==> src/rtl/delay_pkg.sv <==
// Shared types and helpers for the variable-tap valid-tagged delay line.
package delay_pkg;

  typedef enum logic {
    ST_RUN    = 1'b0,
    ST_REFILL = 1'b1
  } state_e;

  // Width of a select port able to express 0..max_n.
  function automatic int unsigned sel_width(input int unsigned max_n);
    return $clog2(max_n + 1);
  endfunction

  // Map a requested delay onto the legal range 1..max_n.
  function automatic int unsigned sel_clamp(input int unsigned sel, input int unsigned max_n);
    if (sel == 0) return 1;
    if (sel > max_n) return max_n;
    return sel;
  endfunction

endpackage

==> src/rtl/delay_tap_mux.sv <==
// Combinational tap select: returns {vld, data} of stage sel-1 (sel is 1..MAX_N).
module delay_tap_mux
  import delay_pkg::*;
#(
  parameter int unsigned MAX_N = 8,
  parameter int unsigned BITS  = 8,
  parameter int unsigned SEL_W = sel_width(MAX_N)
) (
  input  logic [SEL_W-1:0]           sel,
  input  logic [MAX_N-1:0]           vld,
  input  logic [MAX_N-1:0][BITS-1:0] data,
  output logic                       vld_c,
  output logic [BITS-1:0]            q_c
);

  // Compare-based select keeps index widths independent of SEL_W.
  always_comb begin
    vld_c = 1'b0;
    q_c   = '0;
    for (int k = 0; k < int'(MAX_N); k++) begin
      if (sel == SEL_W'(k + 1)) begin
        vld_c = vld[k];
        q_c   = data[k];
      end
    end
  end

endmodule

==> src/rtl/delay_var_vld.sv <==
// Runtime-selectable delay line carrying data plus per-stage valid, with flush.
// Build option DELAY_SEL_FLUSH_EN: a delay change flushes and suppresses output until refilled.
module delay_var_vld
  import delay_pkg::*;
#(
  parameter int unsigned    MAX_N = 8,
  parameter int unsigned    BITS  = 8,
  parameter logic [BITS-1:0] INIT = '0,
  parameter int unsigned    SEL_W = sel_width(MAX_N)
) (
  input  logic             i_clk,
  input  logic             i_rst_n,
  input  logic             i_en,
  input  logic             i_flush,
  input  logic [SEL_W-1:0] i_sel,
  input  logic             i_vld,
  input  logic [BITS-1:0]  i_d,
  output logic             o_vld,
  output logic [BITS-1:0]  o_q,
  output logic             o_busy,
  output logic [SEL_W-1:0] o_occ
);

  logic [MAX_N-1:0][BITS-1:0] data_q;
  logic [MAX_N-1:0]           vld_q;
  logic [MAX_N-1:0]           vld_nxt;
  logic [SEL_W-1:0]           sel_d;
  logic [SEL_W-1:0]           sel_q;
  logic [SEL_W-1:0]           occ_q;
  logic [SEL_W-1:0]           occ_nxt;
  logic                       busy_q;
  logic                       eff_flush;
  logic                       tap_vld;

  assign sel_d = SEL_W'(sel_clamp(32'(i_sel), MAX_N));

  always_comb begin
    vld_nxt    = vld_q;
    vld_nxt[0] = i_vld;
    for (int k = 1; k < int'(MAX_N); k++) vld_nxt[k] = vld_q[k-1];
  end

  // Occupancy tracks valids entering stage 0 versus leaving the last stage.
  always_comb begin
    occ_nxt = occ_q;
    if (eff_flush) begin
      occ_nxt = '0;
    end else if (i_en) begin
      case ({i_vld, vld_q[MAX_N-1]})
        2'b10:   occ_nxt = occ_q + SEL_W'(1);
        2'b01:   occ_nxt = occ_q - SEL_W'(1);
        default: occ_nxt = occ_q;
      endcase
    end
  end

  always_ff @(posedge i_clk or negedge i_rst_n) begin
    if (!i_rst_n) begin
      data_q <= {MAX_N{INIT}};
      vld_q  <= '0;
      sel_q  <= SEL_W'(1);
      occ_q  <= '0;
      busy_q <= 1'b0;
    end else begin
      sel_q  <= sel_d;
      occ_q  <= occ_nxt;
      busy_q <= (occ_nxt != '0);
      if (i_en) begin
        data_q[0] <= i_d;
        for (int k = 1; k < int'(MAX_N); k++) data_q[k] <= data_q[k-1];
      end
      if (eff_flush) vld_q <= '0;
      else if (i_en) vld_q <= vld_nxt;
    end
  end

  delay_tap_mux #(
    .MAX_N (MAX_N),
    .BITS  (BITS),
    .SEL_W (SEL_W)
  ) u_tap (
    .sel   (sel_q),
    .vld   (vld_q),
    .data  (data_q),
    .vld_c (tap_vld),
    .q_c   (o_q)
  );

  assign o_occ  = occ_q;
  assign o_busy = busy_q;

`ifdef DELAY_SEL_FLUSH_EN
  state_e           state_q;
  state_e           state_nxt;
  logic [SEL_W-1:0] cnt_q;
  logic [SEL_W-1:0] cnt_nxt;
  logic             sel_chg;
  logic             refill_c;

  assign sel_chg = (sel_d != sel_q);

  always_ff @(posedge i_clk or negedge i_rst_n) begin
    if (!i_rst_n) begin
      state_q <= ST_RUN;
      cnt_q   <= '0;
    end else begin
      state_q <= state_nxt;
      cnt_q   <= cnt_nxt;
    end
  end

  // Refill lasts until the new depth has been traversed by enabled edges.
  always_comb begin
    state_nxt = state_q;
    cnt_nxt   = cnt_q;
    case (state_q)
      ST_RUN: begin
        if (sel_chg) begin
          state_nxt = ST_REFILL;
          cnt_nxt   = '0;
        end
      end
      ST_REFILL: begin
        if (sel_chg) begin
          cnt_nxt = '0;
        end else if (i_en) begin
          if ((cnt_q + SEL_W'(1)) >= sel_q) begin
            state_nxt = ST_RUN;
            cnt_nxt   = '0;
          end else begin
            cnt_nxt = cnt_q + SEL_W'(1);
          end
        end
      end
      default: begin
        state_nxt = ST_RUN;
        cnt_nxt   = '0;
      end
    endcase
  end

  always_comb begin
    refill_c = (state_q == ST_REFILL);
  end

  assign eff_flush = i_flush | sel_chg;
  assign o_vld     = tap_vld & ~refill_c;
`else
  assign eff_flush = i_flush;
  assign o_vld     = tap_vld;
`endif

endmodule

==> config.mk <==
export PLATFORM = sky130hd
export DESIGN_NAME = delay_var_vld
export DESIGN_NICKNAME = d
export VERILOG_FILES = /design/src/rtl/delay_pkg.sv /design/src/rtl/delay_tap_mux.sv /design/src/rtl/delay_var_vld.sv
export SDC_FILE = /design/constraint.sdc
export NUM_CORES = 1
export LEC_CHECK = 0
export ABC_AREA = 1
export CAP_MARGIN = 40
export CORE_AREA = 5 5 86 88
export CTS_BUF_LIST = sky130_fd_sc_hd__clkbuf_8
export CTS_CLUSTER_DIAMETER = 30
export DETAILED_ROUTE_END_ITERATION = 12
export DIE_AREA = 0 0 91 93
export GPL_TIMING_DRIVEN = 1
export MAX_ROUTING_LAYER = met4
export PLACE_DENSITY = 0.89
export SLEW_MARGIN = 20
export SYNTH_ARGS = -nofsm -noshare
export SYNTH_HDL_FRONTEND = slang
export SYNTH_SLANG_ARGS = --single-unit
==> constraint.sdc <==
create_clock -name i_clk -period 2.2 [get_ports i_clk]
set_clock_uncertainty 0.2 [all_clocks]
set_input_delay 0.44 -clock i_clk [delete_from_list [all_inputs] [get_ports i_clk]]
set_output_delay 0.44 -clock i_clk [all_outputs]
set_load 0.05 [all_outputs]
* Word-level counts from Yosys, hierarchy flattened
Cells that the tools add are included. Widths: inputs -> output; s select.
Operators by class: multiplexer cells 28, equal/unequal tests 10, multipliers 0, order comparisons 1, bitwise logic cells 0, divide/modulo/power cells 0, add/subtract/negate cells 2, reduce and logical (&&, ||, !) cells 3, shift operators 0
Operator list (count):
- $mux 8 | 10
- $mux 4 | 5
- $eq 4x3->1 const B | 4
- $mux 1 | 12
- $eq 4x2->1 const B | 2
- $pmux 4 s2 | 1
- $add 4x1->4 const B | 1
- $eq 4x1->1 const B | 1
- $eq 4x4->1 const B | 1
- $gt 4x4->1 const B | 1
- $logic_not 4->1 | 1
- $reduce_bool 4->1 | 1
- $sub 4x1->4 const B | 1
- $eq 2x1->1 const B | 1
- $eq 2x2->1 const B | 1
- $reduce_bool 2->1 | 1
Storage, ports and cells: logic and storage cells 56, latch bits 0, input bits 17, output and inout bits 14, memories kept 0, bits in writable memories 0, flip-flop bits (word level) 81, ROM bits 0

* Longest topological paths before layout
Gate-level depths: netlist (run 1).
depth after elaboration 9, mapped depth 12, mapped depth without buffers 12

* Hierarchy
A second synthesis (run 1) with hierarchy kept.
Unflattened totals: cell total of the unflattened synthesis 485, area total of the unflattened synthesis 3811.2 um2
By module, submodules not included:
- delay_var_vld | cells an instance 357, area each 3161.8 um2, sequential area each 2028.2 um2, instances 1
- delay_tap_mux | cells an instance 128, area each 649.4 um2, sequential area each 0.0 um2, instances 1

* Worst setup path after synthesis (run 1)
OpenSTA, ideal clock, no wires.
path kind register to output, from register sel_q[0], to output port o_vld, path slack -0.028 ns, required time 1.560 ns, cell stages (with the launch flop) 8, arrival time 1.588 ns, buffers on the path 0, cells stage by stage dfstp_2 -> inv_1 -> nor2_1 -> nand3_1 -> nand3_1 -> nand3b_1 -> nor2_1 -> nand3_1
Between the ends: cells in the longest elaborated chain, start to end 9, elaborated cells on any way between the ends 16, those cells by class eq/ne: 8; mux: 8
Ends and longest elaborated chain:
- start: declaration | line delay_var_vld.sv:28 | logic [SEL_W-1:0] sel_q;
- start signal: assignment | line delay_var_vld.sv:65 | sel_q <= sel_d;
- $eq 4x1->1 | line delay_tap_mux.sv:21 | if (sel == SEL_W'(k + 1)) begin
- $mux 1 (7 in series) | line delay_tap_mux.sv:21
- $mux 1 * | line delay_tap_mux.sv:21
- end: declaration | line delay_var_vld.sv:18 | output logic o_vld,
Every way passes the cells marked *; elsewhere a longest branch is shown, timed or not.

* Worst setup path in the final report (run 1)
from register sel_q[0], to output port o_q[1]
Between the ends: cells in the longest elaborated chain, start to end 9, elaborated cells on any way between the ends 16, those cells by class eq/ne: 8; mux: 8
Ends and longest elaborated chain:
- $eq 4x1->1 | line delay_tap_mux.sv:21
- $mux 8 (7 in series) | line delay_tap_mux.sv:21
- $mux 8 * | line delay_tap_mux.sv:21
- end: declaration | line delay_var_vld.sv:19 | output logic [BITS-1:0] o_q,
Marked as above.

==> results.txt, run 1 <==
TritonCTS built the clock tree. The repair_antennas step left the layout with diodes totalling 0. The required time of the worst setup path is 1.56 ns.

For this run, the leading register cell type out of synthesis is sky130_fd_sc_hd__dfrtp_1. The yosys synthesis warning count came out at 0. The count of max-cap constraint violations is 0. The slowest stage of the critical path belongs to the cell sky130_fd_sc_hd__dfstp_2. The proportion of synthesized area in mux cells came out at 0%. In this run the count of I/O pins placed on the die edge is 31. The startpoint identified for the worst hold timing path is i_en. The height of the die came out at between 90 and 100 µm. The die span in x is about 91 µm. The count of flip-flops with a built-in enable after synthesis is 0. The number of cells traversed by the worst register-to-register path came out at 10. Entering global routing, the biggest net connects 68 pins. Dividing the detail-routed via count by the number of cells gives about 5.4. Setup repair after global routing could not meet its margin everywhere. Synthesis produced 468 cells. Leaving out fill and tap cells, the most frequent cell in the layout is sky130_fd_sc_hd__nand2_1.

The buffer and inverter count on the worst path came out at 2. The critical path start-end classification is reg2out. Counting the buffers created by CTS gives 9. The kind of cell adding the most delay to the critical path is flip-flops. The longest individual stage delay on the worst path is 0.59 ns. Cells fill between 60% and 70% of the core in the end. The final-report setup violation count is 9. The initial antenna violation count came out at 0. The endpoint identified for the worst register-to-register timing path is o_occ[1]. The worst path arrival time came out at 1.87 ns. Counting instances, the worst hold path has a depth of 3. The first detailed-routing pass took 5 iterations. The clock passes through at most 2 buffers. The CTS H-tree depth came out at 3. In this run the cell area of the synthesized design comes to between 3000 and 4000 µm². The final route contains about 3.2k vias. The share of synthesized cell area in full adder, half adder and majority cells came out at 1.02%. The core region is ~6600 µm². The worst min-delay path category is in2reg. Summing the areas of all xor and xnor instances in the mapped netlist gives less than 1% of the synthesized area.

The proportion of register bits with asynchronous set or reset after synthesis is 100%. The time the worst path needs with I/O delays and setup is approximately 2.5 ns. Compared with the post-synthesis result, the final layout area differs by 24.3%. The achievable clock frequency came out at 398 MHz. The overflow left after global routing came out at 0. The count of antenna-violating nets left after detailed routing is 0. The floorplan step defined a die boundary enclosing around 8500 µm².

The via count of the first global-routing pass came out at 2918. Once placement finished, the instance area stood at ~4200 µm². The first-pass GRT wire length came out at 13500 µm. The cell area power density is 757 nW/µm². The fraction of layout cells with a size suffix above 1 came out at between 10% and 20%. The wire length per cell after detailed routing is around 14 µm. The register-to-register setup slack is between 0.1 and 0.15 ns. The number of distinct library cell variants in the gate-level netlist after synthesis is 23. The DRC violation count after routing is 0.

The relative slew slack is 64.1%. The critical path goes through nand2_2 -> nor3_2 -> buf_4 -> nand2_1 -> nand4_1 -> a21oi_2 -> nand4_1 -> buf_12. The count of clock tree sinks is around 80.

After floorplanning, the core was divided into 30 placement rows. Across all setup checks in the final design, the least slack found is -0.315 ns. The worst setup path is captured at a primary output.

The largest fanout on the critical path came out at 9. The final hold violation count came to 0. Leaving out fill and tap cells, the most frequent cells in the layout are sky130_fd_sc_hd__nand2_1, sky130_fd_sc_hd__dfrtp_1, sky130_fd_sc_hd__nand3_1, sky130_fd_sc_hd__inv_1, sky130_fd_sc_hd__o21ai_0. After Yosys synthesis, and, or, nand and nor cells account for 34.9% of the synthesized area. The detailed placement HPWL came out at 5220 µm. The count of pins over their slew limit came out at 0. The reported leakage power came out at 2.36 nW.

The worst setup path is launched from a flip-flop. The period utilization came out at 114%. After synthesis, the largest family of logic cells by area is simple AND/OR/NAND/NOR gates. The flip-flop and latch count after synthesis is 81. The post-synthesis average cell area came out at about 7.9 µm².

The hold-critical path endpoint is data_q[63]. Summing the areas of all compound-gate instances in the mapped netlist gives under 10% of the synthesized area. Wires add up to ~8000 µm.

Of the synthesized area, sequential elements account for 55.1%. The first-iteration detailed-routing DRC count is about 290. The final reports fail on setup timing. After clock tree synthesis, the clock-pin slew on the worst setup and hold paths is 0.08 ns. The global-route total usage across every layer came out at just under 20%. CTS placed an instance of sky130_fd_sc_hd__clkbuf_8 at the clock tree root.

The critical path runs through a total of 8 cells. The starting utilization of the core area is ~56%. The maximum VDD drop came out at around 0.45 mV.

The total nets after synthesis came out at ~500. In this run the critical register-to-register path is launched from vld_q[7]. The layout net count came out at between 500 and 600. The final instance area came out at roughly 4600 µm². The clock latency of the later-clocked register in the worst-skew pair is around 0.34 ns.

The most numerous cell on the critical path is sky130_fd_sc_hd__nand4_1. The worst-margin pin slew is 0.538 ns. The global placement routability congestion is ~0.8. The flow ran to the end, but the final reports show violations. The number of input and output port buffers inserted came out at 30.
-- cell usage after synthesis, drive strengths merged, types with 3 or more instances --
cell | number | area share, %
inv | 23 | 2.3
o21ai | 18 | 2.4
dfrtp | 80 | 54
nor2 | 19 | 2.3
a21oi | 13 | 1.8
nand2 | 240 | 25
nand4 | 17 | 2.9
nand3 | 27 | 3.7
ha | 3 | 1.0
buf | 5 | 0.58
clkbuf | 13 | 1.3
nor3 | 5 | 1.1
-- power breakdown --
part | total, mW | switching [mW] | leakage [nW] | internal, mW
combinational | 0.617 | 0.368 | 1.21 | 0.248
sequential | 1.81 | 0.144 | 1.04 | 1.67
clock | 1.04 | 0.520 | 0.102 | 0.515
-- layout make-up --
class | count | area, µm²
well taps | 80 | 100
multi-input cells | 347 | 1580
clock inverters | 7 | 63.8
inverters | 23 | 88.8
fillers | 490 | 2000
repair buffers | 50 | 583
flip-flops and latches | 81 | 2030
clock buffers | 9 | 124
-- stage by stage --
step / total power, mW / setup TNS (ns) / setup WS [ns] / std cells / hold WS, ns
2_1_floorplan: 2.14 / 0 / 0.0184 / 468 / -0.0556
3_3_place_gp: 2.37 / -0.727 / -0.292 / 575 / 0.252
3_5_place_dp: 2.41 / -1.42 / -0.354 / 575 / 0.262
4_1_cts: 3.46 / -2.51 / -0.310 / 593 / 0.258
5_1_grt: 3.63 / -3.39 / -0.415 / 597 / 0.282
6_report: 3.46 / -2.56 / -0.315 / 597 / 0.277
-- registers in the layout, indices dropped and copies added, names as in the netlist --
register,cells
sel_q,4
data_q,64
o_busy,1
vld_q,8
o_occ,4
-- worst min-delay path, delay by kind of cell --
family                 cells  cell delay [ns]
buffers and inverters      1             0.19
and+or+nand+nor            2             0.15
-- logic make-up after synthesis --
kind of cell,after synthesis
adders and majority gates,3
AOI/OAI and AO/OA,32
buffers and inverters,41
DFF,81
and+or+nand+nor,310
xor gates and xnor gates,1
-- worst max path at each step --
stage,start,to
global route,sel_q[0],o_q[1]
global placement,i_vld,o_busy
CTS,sel_q[0],o_q[7]
floorplan,sel_q[0],o_q[6]
finish,sel_q[0],o_q[1]
detailed placement,i_vld,o_busy
-- what timing repair did --
action	CTS	global route
hold buffers	1	0
cloned	0	1
setup endpoints to repair	11	12
hold endpoints to repair	39	0
setup buffers	1	3
pin swaps	8	13
gates resized for setup	21	11
-- per-layer routing --
layer  GRT usage [%]  vias to the layer above  share of wire [%]
met5               -                        -                  0
met4            8.31                        0                2.0
li1                -                     1573                  -
met1            26.5                     1527                 44
met2            30.0                      107                 49
met3            3.78                       14                5.2
(Power assumes the default switching activity.)
==> run 2, diff against run 1 <==
--- a/config.mk
+++ b/config.mk
@@ -15,7 +15,7 @@
 export GPL_TIMING_DRIVEN = 1
 export MAX_ROUTING_LAYER = met4
 export PLACE_DENSITY = 0.89
-export SLEW_MARGIN = 20
+export SLEW_MARGIN = 25
 export SYNTH_ARGS = -nofsm -noshare
 export SYNTH_HDL_FRONTEND = slang
 export SYNTH_SLANG_ARGS = --single-unit
==> results of run 2 <==
No change in the layout: final DEF, timing and power equal those of run 1.
